$ cat src/rtl/dmem_store_buffer.sv
// dmem_store_buffer: posted-write queue between the memory stage and dmem.
// Stores are queued and retired to dmem only in idle cycles (no load, no store),
// or forcibly when a store meets a full queue. Loads forward from the newest
// matching queued store, otherwise they see dmem read data.
// Ports:
//   clk, reset       rising-edge clock, synchronous active-high reset
//   cpu_we, cpu_re   store / load request (both set is treated as a store)
//   cpu_a, cpu_wd    byte address (word part used) and store data
//   cpu_rd           load data, forwarded or from dmem
//   stall            store could not be accepted this cycle (queue full)
//   empty            no pending stores
//   mem_we/a/wd/rd   dmem write enable, address, write data, read data
module dmem_store_buffer #(
    parameter int DEPTH = 4,
    parameter int AW    = 2
) (
    input  logic        clk,
    input  logic        reset,
    input  logic        cpu_we,
    input  logic        cpu_re,
    input  logic [31:0] cpu_a,
    input  logic [31:0] cpu_wd,
    output logic [31:0] cpu_rd,
    output logic        stall,
    output logic        empty,
    output logic        mem_we,
    output logic [31:0] mem_a,
    output logic [31:0] mem_wd,
    input  logic [31:0] mem_rd
);
    logic [29:0]   r_addr [DEPTH];
    logic [31:0]   r_data [DEPTH];
    logic [AW-1:0] r_head;
    logic [AW-1:0] r_tail;
    logic [AW:0]   r_count;
    logic          w_full;
    logic          w_idle;
    logic          w_push;
    logic          w_pop;

    assign w_full = r_count == (AW+1)'(DEPTH);
    assign w_idle = !cpu_we && !cpu_re;
    // Reset cycles neither accept nor retire, so discarded stores never reach dmem.
    assign w_push = !reset && cpu_we && !w_full;
    assign w_pop  = !reset && ((cpu_we && w_full) || (w_idle && r_count != '0));

    assign stall  = !reset && cpu_we && w_full;
    assign empty  = r_count == '0;
    assign mem_we = w_pop;
    assign mem_a  = w_pop ? {r_addr[r_head], 2'b00} : cpu_a;
    assign mem_wd = w_pop ? r_data[r_head] : '0;

    always_ff @(posedge clk) begin
        if (reset) begin
            r_head  <= '0;
            r_tail  <= '0;
            r_count <= '0;
        end else if (w_push) begin
            r_tail  <= r_tail + 1'b1;
            r_count <= r_count + 1'b1;
        end else if (w_pop) begin
            r_head  <= r_head + 1'b1;
            r_count <= r_count - 1'b1;
        end
    end

    always_ff @(posedge clk) begin
        if (w_push) begin
            r_addr[r_tail] <= cpu_a[31:2];
            r_data[r_tail] <= cpu_wd;
        end
    end

    // Scan oldest to newest so the newest valid match wins; only valid slots take part.
    always_comb begin
        cpu_rd = mem_rd;
        for (int i = 0; i < DEPTH; i++) begin
            if ((AW+1)'(i) < r_count && r_addr[r_head + AW'(i)] == cpu_a[31:2])
                cpu_rd = r_data[r_head + AW'(i)];
        end
    end
endmodule

$ cat config.mk
export PLATFORM = sky130hd
export DESIGN_NAME = dmem_store_buffer
export DESIGN_NICKNAME = d
export VERILOG_FILES = /design/src/rtl/dmem_store_buffer.sv
export SDC_FILE = /design/constraint.sdc
export NUM_CORES = 1
export LEC_CHECK = 0
export CAP_MARGIN = 20
export CORE_AREA = 2 2 218 220
export CTS_BUF_LIST = sky130_fd_sc_hd__clkbuf_16
export CTS_CLUSTER_DIAMETER = 40
export CTS_CLUSTER_SIZE = 20
export DETAILED_ROUTE_END_ITERATION = 6
export DIE_AREA = 0 0 220 222
export HOLD_SLACK_MARGIN = 0.08
export SYNTH_ARGS = -nofsm -noshare
export SYNTH_HDL_FRONTEND = slang
export SYNTH_SLANG_ARGS = --single-unit
export TNS_END_PERCENT = 30
$ cat constraint.sdc
create_clock -name clk -period 10.1 [get_ports clk]
set_input_delay 2.02 -clock clk [delete_from_list [all_inputs] [get_ports clk]]
set_output_delay 2.02 -clock clk [all_outputs]
set_load 0.005 [all_outputs]
After elaboration in Yosys (flattened, before gate mapping)
Memory sizes are Yosys's and may differ from the RTL's. A register that Yosys moved wholly into a read port is not among the register bits.
Index checks and enable logic that the tools add are counted.
{"block": "totals", "register_bits": 7, "ramBits": 248, "input_bits": 100, "out_inout_bits": 99, "elab_cells": 55, "n_memories": 2}
{"block": "op_classes", "add_sub_neg": 6, "n_lt_le_gt_ge": 4, "eq_ne": 5, "mux": 14, "bitwise": 1, "reduce_logical": 20}
{"name": "r_data", "words": 4, "word_bits": 32, "rd": 4, "rd_clocked_by_memory_dff": 1, "write_ports": 1, "line": "32", "text": "logic [31:0] r_data [DEPTH];"}
{"name": "r_addr", "words": 4, "word_bits": 30, "rd": 4, "rd_clocked_by_memory_dff": 1, "write_ports": 1, "line": "31", "text": "logic [29:0] r_addr [DEPTH];"}
{"operator": "2-to-1 mux 32 bit", "count": 6}
{"operator": "== test 30 bit", "count": 4}
{"operator": "logical AND 1 bit", "count": 11}
{"operator": "2-to-1 mux 2 bit", "count": 4}
{"operator": "< comparator 1 x 3 -> 1 bit (first input constant)", "count": 2}
{"operator": "< comparator 2 x 3 -> 1 bit (first input constant)", "count": 2}
{"operator": "2-to-1 mux 3 bit", "count": 2}
{"operator": "adder 2 x 1 -> 2 bit (second input constant)", "count": 2}
{"operator": "adder 2 bit (second input constant)", "count": 2}
{"operator": "logical NOT 1 bit", "count": 4}
{"operator": "adder 3 x 1 -> 3 bit (second input constant)", "count": 1}
{"operator": "== test 3 bit (second input constant)", "count": 1}
{"operator": "logical NOT 3 bit", "count": 1}
{"operator": "nonzero test 3 bit", "count": 1}
{"operator": "subtractor 3 x 1 -> 3 bit (second input constant)", "count": 1}
{"operator": "2-to-1 mux 1 bit", "count": 2}
{"operator": "AND reduction 2 bit", "count": 1}
{"operator": "nonzero test 2 bit", "count": 1}
{"operator": "logical OR 1 bit", "count": 1}
{"operator": "NOT 1 bit", "count": 1}

Longest topological paths before layout
Gate-level depths: netlist of run 1.
{"block": "logic_depth", "ltp_word": 8, "ltp_mapped": 15, "depth_no_buf": 9}

Worst setup path before layout of run 1
Ideal clock, no wire load.
{"block": "synth_timing", "kind": "input port to output port", "start": "input port cpu_a[19]", "end": "output port cpu_rd[10]", "t_arrival_ps": 4315, "required_time_ps": 8080, "slack_ps": 3765, "path_stages": 10, "n_path_buf": 2, "cell_sequence": "clkbuf_1 inv_1 xnor2_1 or3b_1 or4_4 a2111o_1 buf_2 o31ai_1 o22a_1 a21oi_2"}
{"block": "synth_between", "elab_chain_len": 6}
{"element": "start: declaration", "line": "21", "text": "input logic [31:0] cpu_a,"}
{"element": "== test 30 bit", "line": "78", "text": "if ((AW+1)'(i) < r_count && r_addr[r_head + AW'(i)] == cpu_a[31:2])"}
{"element": "logical AND 1 bit", "line": "78"}
{"element": "2-to-1 mux 32 bit (3 in a row)", "line": "78"}
{"element": "2-to-1 mux 32 bit *", "line": "78"}
{"element": "end: declaration", "line": "23", "text": "output logic [31:0] cpu_rd,"}
Every way passes the cells marked *; elsewhere a longest branch is shown, timed or not.

Worst setup path after layout of run 1
{"block": "layout_timing", "start": "input port cpu_a[29]", "end": "output port cpu_rd[28]"}
Same word-level chain as after synthesis.

==> impl_results.md, run 1 <==
* Layout cells sized above 1 at 18.52%
* # port buffers at between 150 and 200
* Ys async rst share at 0%
* RSZ-0062 raised after global routing: no
* Status: complete, no violations
* Max-cap violations at 0
* Routability Congestion at 0.9557
* Post-CTS Setup Repair Bufs at 0
* Die area at approximately 49000 sq um
* Endpoints failing hold at 0
* Worst EP arrival at 6.06 ns
* Fin. max-slew vios at 0
* Syn Area/Cell at 12.19 sq um
* Crit path max fanout at 31
* Rel. slew slack at approximately 24%
* F_max at 123.8 MHz
* Area of the mapped netlist at 18410 sq um
* Post-CTS sizing at 0
* Xor-xnor portion of the synthesized cell area at 5.090%
* Core box area at 46260 sq um
* Detailed Routing Iterations Pass 1 at 6
* Pre-CTS setup slack at roughly 2.1 ns
* Ys flop type: edfxtp_1
* Grt total ovfl at 0
* Post-synthesis compound-gate area fraction at 11.34%
* Endpoint class of the critical path: output pin
* Number of nets in the finished design at 1753
* Root buffer cell: clkbuf_16
* Initial DRC Count at between 1000 and 1500
* Syn_nets at 1618
* Peak supply drop at approximately 130 uV
* Largest net degree at the start of global routing at between 150 and 200
* Total clock buffers created by CTS at 50
* Post-route minimum period at 8.078 ns
* CTS tree: yes
* Final setup fails at 0
* Worst Skew at 0.02157 ns
* Post-synthesis sequential area ratio at a little over 40%
* CP startpoint kind: input pin
* Clock sinks at 257
* Antenna-violating nets left at 0
* Vias in the first global route at 13770
* Pwr dens at 175.8 nW/um^2
* Clk Latency, worst-skew pair at 0.58 ns
* Post-Synth Adder-Cell Area at 0.5437%
* Via Count at between 10000 and 15000
* Cell variety after synth at 74
* Starting density of the core at 39.80%
* Period utilisation layout at 79.98%
* Width of the die at 220 microns
* Hpwl dp at approximately 40000 microns
* Die Y at 222 microns
* Leak at 7.045 nW
* First-pass GRT wire length at roughly 88000 microns
* Main combinational cell family by area after synthesis: multiplexers
* Worst Tran Pin Value at around 1.1 ns
* Rows at 79
* Setup_tns at 0 ns
* FF+latch count, synth at 257
* Worst-path clk slew at 0.04 ns
* Final WL at roughly 60000 microns
* Hold Crit Class: reg -> reg
* Simple-gate portion of the synthesized area at 8.869%
* WS Path Type: in -> out
* Pwr Total at 3.961 mW
* Avg WL per Cell at around 26 microns
* Fin worst setup slack at 2.022 ns
* P&R area growth vs syn at 22.36%
* Max H-tree Level at 2
* Ports at 199
* Mux cell area share after synthesis at 28.54%
* Initial antenna violation count at 5
* Ys Warns at 0
* Number of enable flip-flop cells after synthesis at ~250
* GRT Resource Usage Total at between 20% and 30%
* Worst hold slack at 0.5457 ns
* Vias/cell at 6.093
* Worst EP required at 8.08 ns
* Residual DRC at 0
* CTS Buffer Depth at 3
* Hold buffer count at cts at 0
* Cells after Synth at about 1500
==> critical path, stage by stage <==
cell and delay (ns):
clkdlybuf4s50_1 0.85, nor2_1 0.13, a221oi_1 0.35, or3b_1 0.38, or4_4 0.51, a2111oi_4 0.27
buf_4 0.40, a211oi_1 0.14, o22a_1 0.19, a21oi_1 0.23, clkdlybuf4s50_1 0.56
==> cell usage in the layout, fill, tap and decap left out, drive strengths merged, types with 5 or more instances in the layout <==
master	n
mux4	137
inv	24
edfxtp	248
o2111ai	11
xor2	20
nand3	9
a21oi	75
nand2b	5
clkdlybuf4s50	198
ha	8
dfxtp	9
o211ai	5
o21ai	54
bufinv	10
clkinvlp	8
o22a	32
a211oi	34
nor2	63
xnor2	87
a2111oi	6
nor4	9
clkinv	17
mux2	47
mux2i	160
nand2	150
o22ai	8
nand4	24
and2	40
a2bb2oi	9
clkbuf	50
buf	24
or3	7
a22oi	8
o31ai	33
nor3	10
==> synth_stat cells, types with 6 or more instances <==
master / instances / area [sq um]
buf_1: 16 / 60.06
xnor2_1: 87 / 762.0
xor2_1: 20 / 175.2
o22a_1: 32 / 280.3
mux2i_1: 160 / 1602
mux4_2: 127 / 2860
or3_1: 7 / 43.79
edfxtp_1: 248 / 7447
nand4_1: 24 / 150.1
nor2_1: 63 / 236.5
a21oi_2: 8 / 70.07
o21ai_0: 54 / 270.3
buf_2: 31 / 155.2
nor4_1: 6 / 37.54
o2111ai_1: 11 / 96.34
inv_1: 16 / 60.06
clkbuf_1: 73 / 274.0
o22ai_1: 7 / 43.79
o31ai_1: 33 / 247.7
nand3_1: 9 / 45.04
nor3_1: 9 / 45.04
mux4_1: 10 / 262.8
ha_1: 8 / 100.1
mux2_2: 46 / 518.0
a22oi_1: 7 / 52.55
and2_1: 40 / 250.2
a21oi_1: 67 / 335.3
a2bb2oi_1: 9 / 78.83
a211oi_1: 34 / 255.2
nand2_1: 150 / 563.0
dfxtp_1: 9 / 180.2
buf_6: 10 / 112.6
==> cell families (layout without fill, tap and decap cells) <==
kind of cell / after synthesis / after routing
fa+ha+maj: 8 / 8
other cells: 0 / 3
xor+xnor: 107 / 107
mux: 344 / 344
simple gates: 340 / 340
buf+inv: 156 / 331
flops: 257 / 257
compound gates: 298 / 298
==> routing by layer <==
layer  global-route usage (%)  routed length (microns)
met5                        0                       26
met4                    9.179                     2083
met3                    3.841                     3849
met2                    38.67                    28580
met1                    32.72                    24760
==> per-stage QoR <==
stage / util [%] / cells / area (sq um)
detailed placement: 44.77 / 2199 / 20710
floorplan: - / 1510 / 18410
CTS: 48.62 / 2291 / 22490
finish: 48.70 / 2295 / 22530
global placement: 44.77 / 2199 / 20710
global route: 48.70 / 2295 / 22530
==> layout make-up <==
class                   count  area (sq um)
diodes                      3         7.507
flip-flops and latches    257          7642
fillers                  4133         23730
well taps                 607         759.5
clock inverters            42         528.0
multi-input cells        1097         10070
inverters                  17         63.81
repair buffers            222          2207
clock buffers              50          1251
==> worst paths after layout <==
check                  start             to  slack, ns  cells past startpoint
setup / recovery   cpu_a[29]     cpu_rd[28]       2.02                     11
hold / removal     r_tail[1]      r_tail[1]       0.55                      2
setup reg to reg  r_count[0]  r_data[2][27]       6.81                      5
hold reg to reg    r_tail[1]      r_tail[1]       0.55                      2
==> state kept, by name (all words and copies together), names as in the netlist, named ones only <==
register,flops
r_data,128
r_addr,120
r_count,3
r_head,2
r_tail,2
==> power breakdown <==
part	internal, mW	total [mW]	leakage [nW]	switching, mW
clock network	1.17	1.75	0.856	0.585
registers	1.22	1.30	2.33	0.0756
logic	0.446	0.914	3.86	0.467
(Power assumes the default switching activity.)
==> inputs of run 2 (changes only) <==
Clock period 10.1 ns to 6.9 ns, I/O delays scaled along.
==> impl_results.md, run 2 (same netlist as run 1, synthesis figures left out) <==
* Status: complete, no violations (unchanged)
* Number of nets in the finished design at 1790 (was 1753)
* Rows at 79 (unchanged)
* Final WL at 59580 microns (was 59300 microns)
* Largest regs: r_data (128), r_addr (120), r_count (3) (unchanged)
* Worst Tran Pin Value at 1.042 ns (was 1.140 ns)
* Reg2Reg Depth at 5 (unchanged)
* Via Count at 14242 (was 13983)
* Worst EP required at 5.52 ns (was 8.08 ns)
* Starting density of the core at 39.80% (unchanged)
* Worst hold start: r_tail[1] (unchanged)
* Die Y at 222 microns (unchanged)
* Die area at 48840 sq um (unchanged)
* Pwr dens at 248.9 nW/um^2 (was 175.8 nW/um^2)
* CP max-delay cell: clkdlybuf4s50_1 (unchanged)
* Core box area at 46260 sq um (unchanged)
* Largest Register: r_data (unchanged)
* Period utilisation layout at 94.96%
* Most frequent cells in the layout: 248 x edfxtp_1, 198 x clkdlybuf4s50_1, 160 x mux2i_1, 150 x nand2_1, 127 x mux4_2 (unchanged)
* Avg WL per Cell at 25.56 microns (was 25.84 microns)
* CP max stage delay at 0.88 ns (was 0.85 ns)
* Detailed Routing Iterations Pass 1 at 5 (was 6)
* # port buffers at 198 (unchanged)
* Critical path cell sequence: clkdlybuf4s50_1 > inv_1 > xnor2_1 > nand3_1 > nor4_1 > nor2_1 > nor4_2 > nor3_4 > buf_12 > a21oi_1 > clkdlybuf4s50_1 (was clkdlybuf4s50_1 > nor2_1 > a221oi_1 > or3b_1 > or4_4 > a2111oi_4 > buf_4 > a211oi_1 > o22a_1 > a21oi_1 > clkdlybuf4s50_1)
* Number of diodes at 0 (was 3)
* Worst Hold Depth at 2 (unchanged)
* Antenna-violating nets left at 0 (unchanged)
* Post-route minimum period at between 6 and 7 ns
* Setup_tns at 0 ns (unchanged)
* Fin. max-slew vios at 0 (unchanged)
* RSZ-0062 raised after global routing: no (unchanged)
* Worst-path clk slew at 0.04 ns (about the same)
* Worst Path Buf+Inv at 4 (was 3)
* CTS Buffer Depth at 3 (unchanged)
* WS Path Type: in -> out (unchanged)
* Endpoint class of the critical path: output pin (unchanged)
* Width of the die at 220 microns (unchanged)
* WP depth at 11 (unchanged)
* Largest net degree at the start of global routing at 111 (was 175)
* Crit path max fanout at 18 (was 31)
* First-pass GRT wire length at 88770 microns (was 88210 microns)
* Vias/cell at 6.110 (was 6.093)
* Worst Skew at 0.02262 ns (was 0.02157 ns)
* Max-cap violations at 0 (unchanged)
* Commonest non-fill, non-tap cell in the layout: edfxtp_1 (unchanged)
* Ports at 199 (unchanged)
* CP Launch Point: cpu_a[25] (was cpu_a[29])
* Initial antenna violation count at 4 (was 5)
* Total clock buffers created by CTS at 50 (unchanged)
* CTS tree: yes (unchanged)
* Hold Crit Class: reg -> reg (unchanged)
* Multi-input logic area at 10070 sq um (unchanged)
* Hold buffer count at cts at 0 (unchanged)
* Worst EP arrival at 5.17 ns (was 6.06 ns)
* Hpwl dp at 40940 microns (was 39940 microns)
* Crit path max-delay family: buffers and inverters (unchanged)
* Vias in the first global route at 14054 (was 13770)
* R2R Path Start: r_count[0] (unchanged)
* Design Area, Final at 22780 sq um (was 22530 sq um)
* Initial DRC Count at 1299 (was 1428)
* Clk Latency, worst-skew pair at 0.59 ns (was 0.58 ns)
* GRT Resource Usage Total at 24.22% (was 24.08%)
* Residual DRC at 0 (unchanged)
* Endpoints failing hold at 0 (unchanged)
* Layout cells sized above 1 at 20.59% (was 18.52%)
* Max H-tree Level at 2 (unchanged)
* Leak at 7.211 nW (was 7.045 nW)
* Peak supply drop at 212.3 uV (was 131.6 uV)
* P&R area growth vs syn at 23.73% (was 22.36%)
* Final setup fails at 0 (unchanged)
* CP startpoint kind: input pin (unchanged)
* Seq. cell area at 7642 sq um (unchanged)
* Most frequent CP cell: clkdlybuf4s50_1 (unchanged)
* Filler cells at 4164 (was 4133)
* Clock sinks at 257 (unchanged)
* F_max at between 150 and 200 MHz
* Area after detailed placement at 21040 sq um (was 20710 sq um)
* Grt total ovfl at 0 (unchanged)
* Rel. slew slack at 30.32% (was 24.01%)
* Routability Congestion at 0.9165 (was 0.9557)
* Max reg flops at 128 (unchanged)
* Root buffer cell: clkbuf_16 (unchanged)
-- run 2: path summary, 6_finish.rpt --
check | to | slack [ns]
worst min-delay path | r_tail[1] | 0.56
worst max-delay path | cpu_rd[29] | 0.35
worst min register to register | r_tail[1] | 0.56
worst max register to register | r_addr[0][7] | 3.58
-- run 2: routing by layer --
metal,wire (microns),vias up,track usage (%)
met3,4251,115,4.801
met5,49,-,0
met4,1888,8,7.816
met2,28420,598,38.63
met1,24970,7216,33.10
li1,-,6305,-
-- run 2: stage by stage --
| stage | setup slack (ns) | hold slack (ns) | util [%] | std cells | power (mW) |
|---|---|---|---|---|---|
| after global routing | 0.1102 | 0.5929 | 49.24 | 2331 | 5.876 |
| final | 0.3476 | 0.5567 | 49.24 | 2331 | 5.670 |
| after detailed placement | 0.4465 | 0.5478 | 45.48 | 2236 | 3.268 |
| after floorplan | 1.845 | 0.5080 | - | 1510 | 2.761 |
| after global placement | 0.4195 | 0.5248 | 45.48 | 2236 | 3.264 |
| after CTS | 0.2002 | 0.5550 | 49.20 | 2330 | 5.697 |
-- run 2: layout make-up --
type	count	share of cell area (%)
clock buffer	50	5.493
clock inverter	44	2.049
timing repair buffer	259	11.10
sequential	257	33.55
multi-input combinational	1097	44.20
inverter	17	0.2801
tap	607	3.334
-- run 2: power by group --
part	leakage [nW]	switching (mW)	internal, mW
clock	0.818	0.933	1.49
combinational	4.06	0.706	0.670
sequential	2.33	0.0890	1.79
-- run 2: tightest hold or removal path, stage by stage (launching register included) --
cell and delay [ns]:
dfxtp_1 0.32, inv_1 0.10, o31ai_1 0.08
-- run 2: repair_timing --
item / in CTS / in global routing
endpoints found under the setup margin: 0 / 3
endpoints found under the hold margin: 0 / 0
gates resized for setup: 0 / 0
setup buffers: 0 / 1
